===== config.mk =====
export PLATFORM = sky130hd
export DESIGN_NAME = cacheline_arbiter_flat
export DESIGN_NICKNAME = d
export VERILOG_FILES = /design/src/rtl/cacheline_arbiter_pkg.sv /design/src/rtl/cacheline_arbiter_if.sv /design/src/rtl/cacheline_arbiter_rr_arbiter2.sv /design/src/rtl/cacheline_arbiter.sv /design/src/flat_wrapper.sv
export SDC_FILE = /design/constraint.sdc
export NUM_CORES = 1
export LEC_CHECK = 0
export CORE_AREA = 4 4 544 546
export DETAILED_ROUTE_END_ITERATION = 8
export DIE_AREA = 0 0 548 550
export PLACE_DENSITY_LB_ADDON = 0.05
export SLEW_MARGIN = 20
export SYNTH_ARGS = -nofsm -noshare
export SYNTH_HDL_FRONTEND = slang
export SYNTH_SLANG_ARGS = --single-unit

===== constraint.sdc =====
create_clock -name clk -period 2.7 [get_ports clk]
set_clock_uncertainty 0.15 [all_clocks]
set_input_delay 0.675 -clock clk [delete_from_list [all_inputs] [get_ports clk]]
set_output_delay 0.675 -clock clk [all_outputs]
set_load 0.03 [all_outputs]

===== src/rtl/cacheline_arbiter_pkg.sv =====
// Shared types and helpers for the cacheline arbiter and its picker.
package cache_arb_pkg;

  typedef enum logic [1:0] {
    IDLE,
    BUSY,
    DONE
  } arb_state_t;

  typedef enum logic {
    REQ_IC,
    REQ_DC
  } req_id_t;

  localparam int LINE_BITS_DEF = 256;

  // Clear the byte-offset bits so the adapter always sees a line address.
  function automatic logic [31:0] line_align(input logic [31:0] addr, input int offset_bits);
    logic [31:0] mask;
    mask = (32'(1) << offset_bits) - 32'(1);
    return addr & ~mask;
  endfunction

endpackage


===== src/rtl/cacheline_arbiter_if.sv =====
// Bundle of the I-cache, D-cache and adapter-facing signals around the arbiter.
// slave  : arbiter view (serves the caches, drives the adapter)
// master : environment view (caches and adapter)
interface cacheline_arbiter_if
  import cache_arb_pkg::*;
#(
  parameter int LINE_BITS = LINE_BITS_DEF
) ();

  logic                 ic_read;
  logic [31:0]          ic_addr;
  logic [LINE_BITS-1:0] ic_rdata;
  logic                 ic_resp;

  logic                 dc_read;
  logic                 dc_write;
  logic [31:0]          dc_addr;
  logic [LINE_BITS-1:0] dc_wdata;
  logic [LINE_BITS-1:0] dc_rdata;
  logic                 dc_resp;

  logic [31:0]          dfp_addr;
  logic                 dfp_read;
  logic                 dfp_write;
  logic [LINE_BITS-1:0] dfp_wdata;
  logic [LINE_BITS-1:0] dfp_rdata;
  logic                 dfp_resp;

  modport slave (
    input  ic_read, ic_addr,
    output ic_rdata, ic_resp,
    input  dc_read, dc_write, dc_addr, dc_wdata,
    output dc_rdata, dc_resp,
    output dfp_addr, dfp_read, dfp_write, dfp_wdata,
    input  dfp_rdata, dfp_resp
  );

  modport master (
    output ic_read, ic_addr,
    input  ic_rdata, ic_resp,
    output dc_read, dc_write, dc_addr, dc_wdata,
    input  dc_rdata, dc_resp,
    input  dfp_addr, dfp_read, dfp_write, dfp_wdata,
    output dfp_rdata, dfp_resp
  );

endinterface


===== src/rtl/cacheline_arbiter_rr_arbiter2.sv =====
// Combinational 2-way round-robin picker. A lone requester always wins;
// under contention the one that did not win last time is chosen.
module rr_arbiter2
  import cache_arb_pkg::*;
(
  input  logic [1:0] req,
  input  req_id_t    last_grant,
  output logic       gnt_valid,
  output req_id_t    gnt_id
);

  // Pick a winner; req[0] is the I-cache, req[1] the D-cache.
  always_comb begin
    gnt_valid = |req;
    gnt_id    = REQ_IC;
    if (req == 2'b11) begin
      gnt_id = (last_grant == REQ_IC) ? REQ_DC : REQ_IC;
    end else if (req[1]) begin
      gnt_id = REQ_DC;
    end
  end

endmodule


===== src/rtl/cacheline_arbiter.sv =====
// Shares one cacheline adapter between the I-cache and D-cache. One whole-line
// transaction is latched at grant and held on dfp_* until dfp_resp.
//
// state | meaning
// IDLE  | sample requests, grant and latch the winner's operands
// BUSY  | latched request driven to the adapter, waiting for dfp_resp
// DONE  | turnaround cycle; requests ignored, dfp_read/dfp_write low
module cacheline_arbiter
  import cache_arb_pkg::*;
#(
  parameter int LINE_BITS   = LINE_BITS_DEF,
  parameter int OFFSET_BITS = 5
) (
  input logic               clk,
  input logic               rst,
  cacheline_arbiter_if.slave bus
);

  arb_state_t           state;
  arb_state_t           state_nxt;
  req_id_t              owner;
  req_id_t              last_grant;
  logic                 lat_read;
  logic                 lat_write;
  logic [31:0]          lat_addr;
  logic [LINE_BITS-1:0] lat_wdata;

  logic [1:0]           req;
  logic                 gnt_valid;
  req_id_t              gnt_id;
  logic                 grant;
  logic                 finish;

  assign req = {bus.dc_read | bus.dc_write, bus.ic_read};

  rr_arbiter2 u_rr (
    .req        (req),
    .last_grant (last_grant),
    .gnt_valid  (gnt_valid),
    .gnt_id     (gnt_id)
  );

  // Next-state decode plus grant/finish strobes for the latch registers.
  always_comb begin
    state_nxt = state;
    grant     = 1'b0;
    finish    = 1'b0;
    case (state)
      IDLE: begin
        if (gnt_valid) begin
          grant     = 1'b1;
          state_nxt = BUSY;
        end
      end
      BUSY: begin
        if (bus.dfp_resp) begin
          finish    = 1'b1;
          state_nxt = DONE;
        end
      end
      DONE:    state_nxt = IDLE;
      default: state_nxt = IDLE;
    endcase
  end

  // State register.
  always_ff @(posedge clk or negedge rst) begin
    if (!rst) begin
      state <= IDLE;
    end else begin
      state <= state_nxt;
    end
  end

  // Latch the winner at grant; drop the op strobes once the adapter responds.
  // A D-cache request with both read and write set is issued as a write so a
  // dirty line goes out before any fill.
  always_ff @(posedge clk or negedge rst) begin
    if (!rst) begin
      owner      <= REQ_IC;
      last_grant <= REQ_IC;
      lat_read   <= 1'b0;
      lat_write  <= 1'b0;
      lat_addr   <= '0;
      lat_wdata  <= '0;
    end else if (grant) begin
      owner      <= gnt_id;
      last_grant <= gnt_id;
      if (gnt_id == REQ_IC) begin
        lat_read  <= 1'b1;
        lat_write <= 1'b0;
        lat_addr  <= line_align(bus.ic_addr, OFFSET_BITS);
        lat_wdata <= '0;
      end else begin
        lat_read  <= ~bus.dc_write;
        lat_write <= bus.dc_write;
        lat_addr  <= line_align(bus.dc_addr, OFFSET_BITS);
        lat_wdata <= bus.dc_wdata;
      end
    end else if (finish) begin
      lat_read  <= 1'b0;
      lat_write <= 1'b0;
    end
  end

  assign bus.dfp_read  = lat_read;
  assign bus.dfp_write = lat_write;
  assign bus.dfp_addr  = lat_addr;
  assign bus.dfp_wdata = lat_wdata;

  assign bus.ic_rdata = bus.dfp_rdata;
  assign bus.dc_rdata = bus.dfp_rdata;
  assign bus.ic_resp  = bus.dfp_resp & (state == BUSY) & (owner == REQ_IC);
  assign bus.dc_resp  = bus.dfp_resp & (state == BUSY) & (owner == REQ_DC);

endmodule


===== src/flat_wrapper.sv =====
// flat-port wrapper written by rule: the top's interface ports become plain ports
module cacheline_arbiter_flat import cache_arb_pkg::*;
#(
  parameter int LINE_BITS   = LINE_BITS_DEF,
  parameter int OFFSET_BITS = 5
)
  (clk, rst, bus_ic_read, bus_ic_addr, bus_ic_rdata, bus_ic_resp, bus_dc_read, bus_dc_write, bus_dc_addr, bus_dc_wdata, bus_dc_rdata, bus_dc_resp, bus_dfp_addr, bus_dfp_read, bus_dfp_write, bus_dfp_wdata, bus_dfp_rdata, bus_dfp_resp);
  cacheline_arbiter_if #(.LINE_BITS(LINE_BITS)) bus_i ();
  input logic clk;
  input logic rst;
  input wire logic [$bits(bus_i.ic_read)-1:0] bus_ic_read;
  input wire logic [$bits(bus_i.ic_addr)-1:0] bus_ic_addr;
  output wire logic [$bits(bus_i.ic_rdata)-1:0] bus_ic_rdata;
  output wire logic [$bits(bus_i.ic_resp)-1:0] bus_ic_resp;
  input wire logic [$bits(bus_i.dc_read)-1:0] bus_dc_read;
  input wire logic [$bits(bus_i.dc_write)-1:0] bus_dc_write;
  input wire logic [$bits(bus_i.dc_addr)-1:0] bus_dc_addr;
  input wire logic [$bits(bus_i.dc_wdata)-1:0] bus_dc_wdata;
  output wire logic [$bits(bus_i.dc_rdata)-1:0] bus_dc_rdata;
  output wire logic [$bits(bus_i.dc_resp)-1:0] bus_dc_resp;
  output wire logic [$bits(bus_i.dfp_addr)-1:0] bus_dfp_addr;
  output wire logic [$bits(bus_i.dfp_read)-1:0] bus_dfp_read;
  output wire logic [$bits(bus_i.dfp_write)-1:0] bus_dfp_write;
  output wire logic [$bits(bus_i.dfp_wdata)-1:0] bus_dfp_wdata;
  input wire logic [$bits(bus_i.dfp_rdata)-1:0] bus_dfp_rdata;
  input wire logic [$bits(bus_i.dfp_resp)-1:0] bus_dfp_resp;
  assign bus_i.ic_read = bus_ic_read;
  assign bus_i.ic_addr = bus_ic_addr;
  assign bus_ic_rdata = bus_i.ic_rdata;
  assign bus_ic_resp = bus_i.ic_resp;
  assign bus_i.dc_read = bus_dc_read;
  assign bus_i.dc_write = bus_dc_write;
  assign bus_i.dc_addr = bus_dc_addr;
  assign bus_i.dc_wdata = bus_dc_wdata;
  assign bus_dc_rdata = bus_i.dc_rdata;
  assign bus_dc_resp = bus_i.dc_resp;
  assign bus_dfp_addr = bus_i.dfp_addr;
  assign bus_dfp_read = bus_i.dfp_read;
  assign bus_dfp_write = bus_i.dfp_write;
  assign bus_dfp_wdata = bus_i.dfp_wdata;
  assign bus_i.dfp_rdata = bus_dfp_rdata;
  assign bus_i.dfp_resp = bus_dfp_resp;
  cacheline_arbiter #(.LINE_BITS(LINE_BITS), .OFFSET_BITS(OFFSET_BITS)) u_core (.clk(clk), .rst(rst), .bus(bus_i));
endmodule

==> results_dict.tcl <==
set metrics [dict create \
    final_hold_viol_count 0 \
    cts_inserted_buffers 51 \
    io_buffers 602 \
    grt_pass1_wl_mm 106 \
    critPathMaxFanout 2 \
    num_rows 198 \
    setup_tns_ns 0 \
    worstPathCellList "clkdlybuf4s50_1" \
    hpwl_mm 61.9 \
    synth_seq_area_share 0.500 \
    fin_crit_sh 0.948 \
    setup_violations 0 \
    clock_path_buffers 3 \
    ant_nets 0 \
    clk_pin_slew_ns 0.06 \
    powerDensity_nw_per_um2 1180 \
    clk_latency_ns 0.65 \
    routed_wl_mm 80.5 \
    vdd_ir_drop_max_mv 0.479 \
    ys.warnings.count 0 \
    core_area_um2 291000 \
    drt_first_iter_violations 326 \
    vias 9521 \
    status "finished, final reports clean" \
    gp_congestion 0.635 \
    drc 0 \
    drt_pre_antenna_iters 4 \
    grt.total_usage 0.0516 \
    hold_ws_ns 0.345 \
    fin_nets 1918 \
    clock_sinks 288 \
    num_io_pins 1386 \
    worstPathRequired_ns 1.88 \
    worst-path-buf-inv 1 \
    critical_path_class "reg2out" \
    cp_top_family "buffers and inverters" \
    fmax_mhz 391 \
    max_stage_delay_ns 0.72 \
    die_h_um 550 \
    worstPathArrival_ns 1.74 \
    syn_area_per_cell_um2 12.1 \
    tightest_slew_ns 0.741 \
    root_buffer "clkbuf_16" \
    synthDistinctLibCells 19 \
    die_w_um 548 \
    first_global_vias 11300 \
    ys_ff_latch 288 \
    htree_levels 2 \
    cts_tree "done" \
    layout_commonest_cell "clkdlybuf4s50_1" \
    cellLeakagePower_nw 8.86 \
    slowest_stage "clkdlybuf4s50_1" \
    min_path_type "reg2reg" \
    worstSetupEndpointType "primary output" \
    grt.overflow.total 0 \
    antenna_found_initial 43 \
    crit_path_start_kind "flop" \
    syn2layout_area_growth_pct 63.3 \
    syn_inst 1194 \
    viasPerCell 1.80 \
    drive_gt1_frac 0.149 \
    syn_area_um2 14400 \
    grt_max_degree 45 \
    slew_viol_final 0 \
    routedWlPerCell_um 15.2 \
    relSlewSlack 0.506 \
    fin_crit_ns 2.56 \
    rsz0062_at_grt "false" \
    initial_core_util 0.0496 \
    dieArea_um2 301000 \
    maxCapViolations 0 \
    layout_common_cells "clkdlybuf4s50_1 (459), dfrtp_1 (287), a22o_1 (256), dlygate4sd2_1 (139), mux2_2 (55)" \
]
[where the power goes]
| part | internal, mW | switching [mW] | leakage, nW |
|---|---|---|---|
| clock | 4.40 | 2.75 | 0.872 |
| sequential | 6.19 | 1.02 | 3.65 |
| combinational | 5.29 | 8.06 | 4.34 |
| total | 15.9 | 11.8 | 8.86 |
[per-layer routing]
layer | vias up | track usage | share of wire
li1 | 3936 | - | -
met1 | 4596 | 0.0501 | 0.34
met2 | 670 | 0.0809 | 0.45
met3 | 283 | 0.0386 | 0.15
met4 | 36 | 0.0258 | 0.049
met5 | - | 0 | 0.0028
[state kept, by name (all words and copies together) (netlist names)]
signal / cells
u_core.bus.dfp_wdata: 256
u_core.owner: 1
u_core.state: 2
u_core.bus.dfp_write: 1
u_core.bus.dfp_addr: 27
u_core.bus.dfp_read: 1
[layout make-up]
cell class	instances	area [um^2]
multi-input combinational	331	3020
tap	3900	4880
inverter	1	3.75
fill	33600	267000
timing repair buffer	663	6640
antenna	10	25.0
clock inverter	15	221
clock buffer	77	1550
sequential	288	7210
[cells by family after synthesis]
group / Yosys count / synth area share
simple gates: 10 / 0.00382
other cells: 1 / 0.000260
flops: 288 / 0.500
buf+inv: 579 / 0.292
mux: 56 / 0.0437
compound gates: 260 / 0.160
[synthesized netlist by cell type]
library cell / n / area, um^2
a21o_1: 1 / 7.51
a22o_1: 256 / 2240
and2_1: 2 / 12.5
buf_2: 41 / 205
buf_4: 530 / 3980
clkbuf_1: 7 / 26.3
conb_1: 1 / 3.75
dfrtp_1: 288 / 7210
inv_1: 1 / 3.75
mux2_2: 55 / 619
mux2i_1: 1 / 10.0
nand2_1: 3 / 11.3
nand2b_1: 1 / 6.26
nand3b_1: 1 / 7.51
nor2_1: 2 / 7.51
nor3_2: 1 / 10.0
o21ai_0: 1 / 5.00
o2bb2ai_4: 1 / 27.5
o31ai_4: 1 / 21.3
[what timing repair did]
item                                    in CTS  in global routing
setup buffers                                2                  0
hold endpoints to repair                    27                  0
hold buffers                                 1                  0
gates resized for setup                    140                  1
endpoints found under the setup margin     140                  1
[metrics by stage]
stage | power [mW] | setup WS (ns) | instance area (um^2) | cells | util
floorplan | 15.6 | 0.672 | 14400 | 1198 | -
global route | 29.6 | 0.00414 | 23500 | 5276 | 0.0809
global placement | 22.0 | -0.0456 | 21900 | 5180 | 0.0753
finish | 27.7 | 0.140 | 23500 | 5285 | 0.0810
CTS | 28.9 | 0.00133 | 23500 | 5275 | 0.0809
detailed placement | 21.8 | -0.0676 | 21900 | 5180 | 0.0753
[path summary, 6_finish.rpt]
check                      cells past startpoint                   endpoint  slack, ns                       from
setup / recovery                               1         bus_dfp_wdata[234]       0.14  u_core.bus.dfp_wdata[234]
hold / removal                                 1  u_core.bus.dfp_wdata[104]       0.35  u_core.bus.dfp_wdata[104]
setup reg to reg                               5  u_core.bus.dfp_wdata[195]       0.77               u_core.owner
hold reg to reg                                1  u_core.bus.dfp_wdata[104]       0.35  u_core.bus.dfp_wdata[104]
max in group asynchronous                      3  u_core.bus.dfp_wdata[155]       1.19                        rst
min in group asynchronous                      2    u_core.bus.dfp_addr[19]       0.44                        rst
Note: power is estimated with default switching activity, not from simulation.
